--- src/rtl/unireg_pkg.sv ---
// Shared definitions for the universal shift register.
// Provides the 2-bit mode type and its four encodings (74x194 style).
package unireg_pkg;

    typedef enum logic [1:0] {
        MODE_HOLD = 2'b00,
        MODE_SHR  = 2'b01,
        MODE_SHL  = 2'b10,
        MODE_LOAD = 2'b11
    } mode_t;

    localparam int MODE_W = 2;

endpackage

--- src/rtl/unireg_cell.sv ---
// One bit of the universal shift register: 4:1 mode mux into a D flop.
// Ports: cp_i clock, cr_n_i async clear (loads RST_BIT), ce_i enable,
//   s_i mode, shr_i/shl_i neighbour or serial bits, d_i load bit,
//   q_o stored bit, qn_o its complement.
module unireg_cell
    import unireg_pkg::*;
#(
    parameter logic RST_BIT = 1'b0
) (
    input  logic  cp_i,
    input  logic  cr_n_i,
    input  logic  ce_i,
    input  mode_t s_i,
    input  logic  shr_i,
    input  logic  shl_i,
    input  logic  d_i,
    output logic  q_o,
    output logic  qn_o
);

    logic q_d;
    logic q_q;

    always_comb begin
        q_d = q_q;
        if (ce_i) begin
            unique case (s_i)
                MODE_HOLD: q_d = q_q;
                MODE_SHR:  q_d = shr_i;
                MODE_SHL:  q_d = shl_i;
                MODE_LOAD: q_d = d_i;
                default:   q_d = q_q;
            endcase
        end
    end

    always_ff @(posedge cp_i or negedge cr_n_i) begin
        if (!cr_n_i) begin
            q_q <= RST_BIT;
        end else begin
            q_q <= q_d;
        end
    end

    // Complement is derived from the same flop so q/qn never agree.
    assign q_o  = q_q;
    assign qn_o = ~q_q;

endmodule

--- src/rtl/univ_shift_reg.sv ---
// Universal shift register: hold, shift right, shift left, parallel load.
// Ports: cp clock, cr_n async active-low clear, ce enable, s mode,
//   dsr/dsl serial inputs, d load data, q contents, qn complement.
// Option: define UNIREG_RING_EN to add the ring port (rotate mode).
module univ_shift_reg
    import unireg_pkg::*;
#(
    parameter int               WIDTH     = 4,
    parameter logic [WIDTH-1:0] RESET_VAL = {WIDTH{1'b0}}
) (
    input  logic             cp,
    input  logic             cr_n,
    input  logic             ce,
    input  logic [1:0]       s,
    input  logic             dsr,
    input  logic             dsl,
    input  logic [WIDTH-1:0] d,
`ifdef UNIREG_RING_EN
    input  logic             ring,
`endif
    output logic [WIDTH-1:0] q,
    output logic [WIDTH-1:0] qn
);

    mode_t mode;
    logic  sr_in;
    logic  sl_in;

    assign mode = mode_t'(s);

`ifdef UNIREG_RING_EN
    // Ring feeds the far end back in, turning shifts into rotates.
    assign sr_in = ring ? q[WIDTH-1] : dsr;
    assign sl_in = ring ? q[0]       : dsl;
`else
    assign sr_in = dsr;
    assign sl_in = dsl;
`endif

    for (genvar i = 0; i < WIDTH; i++) begin : g_bit
        logic shr_b;
        logic shl_b;

        if (i == 0) begin : g_lo
            assign shr_b = sr_in;
        end else begin : g_lo
            assign shr_b = q[i-1];
        end

        if (i == WIDTH - 1) begin : g_hi
            assign shl_b = sl_in;
        end else begin : g_hi
            assign shl_b = q[i+1];
        end

        unireg_cell #(
            .RST_BIT (RESET_VAL[i])
        ) u_cell (
            .cp_i   (cp),
            .cr_n_i (cr_n),
            .ce_i   (ce),
            .s_i    (mode),
            .shr_i  (shr_b),
            .shl_i  (shl_b),
            .d_i    (d[i]),
            .q_o    (q[i]),
            .qn_o   (qn[i])
        );
    end

endmodule
--- config.mk ---
export PLATFORM = sky130hd
export DESIGN_NAME = univ_shift_reg
export DESIGN_NICKNAME = d
export VERILOG_FILES = /design/src/rtl/unireg_pkg.sv /design/src/rtl/unireg_cell.sv /design/src/rtl/univ_shift_reg.sv
export SDC_FILE = /design/constraint.sdc
export NUM_CORES = 1
export LEC_CHECK = 0
export CORE_AREA = 4 4 41 43
export CTS_BUF_LIST = sky130_fd_sc_hd__clkbuf_8 sky130_fd_sc_hd__clkbuf_16
export DETAILED_ROUTE_END_ITERATION = 8
export DIE_AREA = 0 0 45 47
export PLACE_DENSITY_LB_ADDON = 0.08
export SKIP_CTS_REPAIR_TIMING = 1
export SYNTH_ARGS = -nofsm -noshare
export SYNTH_HDL_FRONTEND = slang
export SYNTH_HIERARCHICAL = 1
export SYNTH_SLANG_ARGS = --single-unit
--- constraint.sdc ---
create_clock -name cp -period 1.1 [get_ports cp]
set_input_delay 0.11 -clock cp [delete_from_list [all_inputs] [get_ports cp]]
set_output_delay 0.11 -clock cp [all_outputs]
set_load 0.03 [all_outputs]
==> out/summary.txt <==
critical path peak fanout - 8
cell-by-cell trace of the critical path - clkdlybuf4s50_1 -> buf_4 -> o221a_2
YS warnings - 6
clock root buffer - clkbuf_8
overall routing resource usage - 8.02%
WP data arrival - 1.12 ns
P&R area growth vs syn - 73.4%
# IOs - 19
Worst Clk Skew - 0.00168 ns
Detail Placement HPWL - 613 um
post-synthesis cell count - 36
syn_nets - 47
Initial DRT Pass Iterations - 4
Final nets - 70
routed vias/inst - 4.69
slowest stage cell, crit path - clkdlybuf4s50_1
run status - complete, no violations
Worst-path clk slew - 0.03 ns
Antenna Nets Post-Route - 0
WL final - 819 um
initial antenna violation count - 0
fill count - 145
core area - 1300 um2
largest net degree at the start of global routing - 13
synthesized area - 305 um2
CTS sink cnt - 4
die area - 2120 um2
die extent in x - 45 um
Final Cycle Share - 92.8%
TNS Setup - 0 ns
pre-CTS setup slack - -0.206 ns
CTS tree - done
clock tree buffer depth - 2
vias in the first global route - 300
fmax - 980 MHz
Max-Cap Viols - 0
site row count - 13
Post-Route Utilization - 40.7%
Final setup viols - 0
# port buffers - 18
RSZ-0062 raised after global routing - no
fin. max-slew vios - 0
first-pass GRT wire length - 1.11 mm
routed len/inst - 11.4 um
Worst EP required - 1.20 ns
Largest register FFs - 4
layout cell share with drive strength beyond 1 - 33.3%
Max VDD drop - 461 uV
drc violations - 0
grt ovf - 0
setup slack after layout - 0.0793 ns
cts bufs inserted - 3
CP Capture Type - flop
critical path class - in2reg
Slew Limit Headroom - 82.3%
initial core utilization - 23.5%
Final Total Pwr - 0.876 mW
n_diodes - 0
Die Ht - 47 um
Power Dens Cells - 1660 nW/um2
Worst-Margin Slew - 0.265 ns
H-Tree Depth - 1
worst hold path class - in2async
Avg Inst Size Synth - 8.48 um2
placer's final routability congestion estimate - 0.754
DRT iter0 DRCs - 12
Pleak - 0.275 nW
Clock Latency Late Sink - 0.21 ns
Fin. Hold Viols - 0
sequential element share of the synthesized area - 32.8%
detailed-route via count - 338
Unique masters post-synth - 8
Synth Register Bits - 4
Startpoint Class - primary input
crit path time final - 1.02 ns
crit-path max cell delay - 0.53 ns
-- worst max-delay path, delay by kind of cell --
| kind | cells | cell delay, ns |
|---|---|---|
| AOI/OAI and AO/OA | 1 | 0.27 |
| buffers and inverters | 2 | 0.73 |
-- synthesized netlist by cell type, drive strengths merged --
master	n	area (um2)
inv	8	30.0
a31oi	4	25.0
buf	4	30.0
dfrtp	4	100
mux2i	4	40.0
nand3	4	20.0
nor2	4	15.0
o221a	4	45.0
-- power breakdown --
group          internal, mW  total (mW)  switching, mW  leakage (nW)
logic                 0.162       0.353          0.191         0.210
registers             0.175       0.219         0.0440        0.0443
clock network         0.233       0.304         0.0714        0.0216
-- layout by cell type, fill, tap and decap left out --
master,instances
buf_4,10
clkdlybuf4s50_1,9
inv_1,8
nor2_1,4
a31oi_1,4
mux2i_1,4
nand3_1,4
o221a_2,4
dfrtp_1,4
clkbuf_8,3
buf_2,1
dlymetal6s2s_1,1
buf_6,1
-- cell families after synthesis --
logic type | after synthesis | synth area share [%]
AOI/OAI and AO/OA | 8 | 22.9
DFF | 4 | 32.8
and+or+nand+nor | 8 | 11.5
buffers and inverters | 12 | 19.7
muxes | 4 | 13.1
-- per-layer routing --
metal	vias to the layer above	track usage, %	routed length, um
li1	169	-	-
met1	147	7.85	321
met2	20	10.7	379
met3	2	1.53	98
met4	0	14.6	19
met5	-	0	0
-- path summary, 6_finish.rpt --
kind                                startpoint             endpoint  slack, ns  cells after the start
hold / removal                            cr_n  g_bit[2].u_cell/q_o       0.09                      1
hold reg to reg            g_bit[0].u_cell/q_o  g_bit[0].u_cell/q_o       0.64                      1
max in group asynchronous                 cr_n  g_bit[0].u_cell/q_o       0.85                      1
setup / recovery                            ce  g_bit[3].u_cell/q_o       0.08                      3
min in group cp                           s[0]  g_bit[0].u_cell/q_o       0.51                      5
setup reg to reg           g_bit[2].u_cell/q_o  g_bit[2].u_cell/q_o       0.12                      3
-- layout make-up --
cell class	count	area (um2)	area share (%)
flip-flops and latches	4	100	18.9
clock buffers	3	41.3	7.80
well taps	15	18.8	3.55
inverters	8	30.0	5.67
repair buffers	22	194	36.6
multi-input cells	20	145	27.4
-- metrics by stage --
step | cell area (um2) | hold slack [ns] | std cells
2_1_floorplan | 305 | -0.186 | 36
3_3_place_gp | 477 | 0.324 | 68
3_5_place_dp | 477 | 0.318 | 68
4_1_cts | 518 | 0.0907 | 71
5_1_grt | 529 | 0.115 | 72
6_report | 529 | 0.0927 | 72
Power figures use the tool's default switching activity.
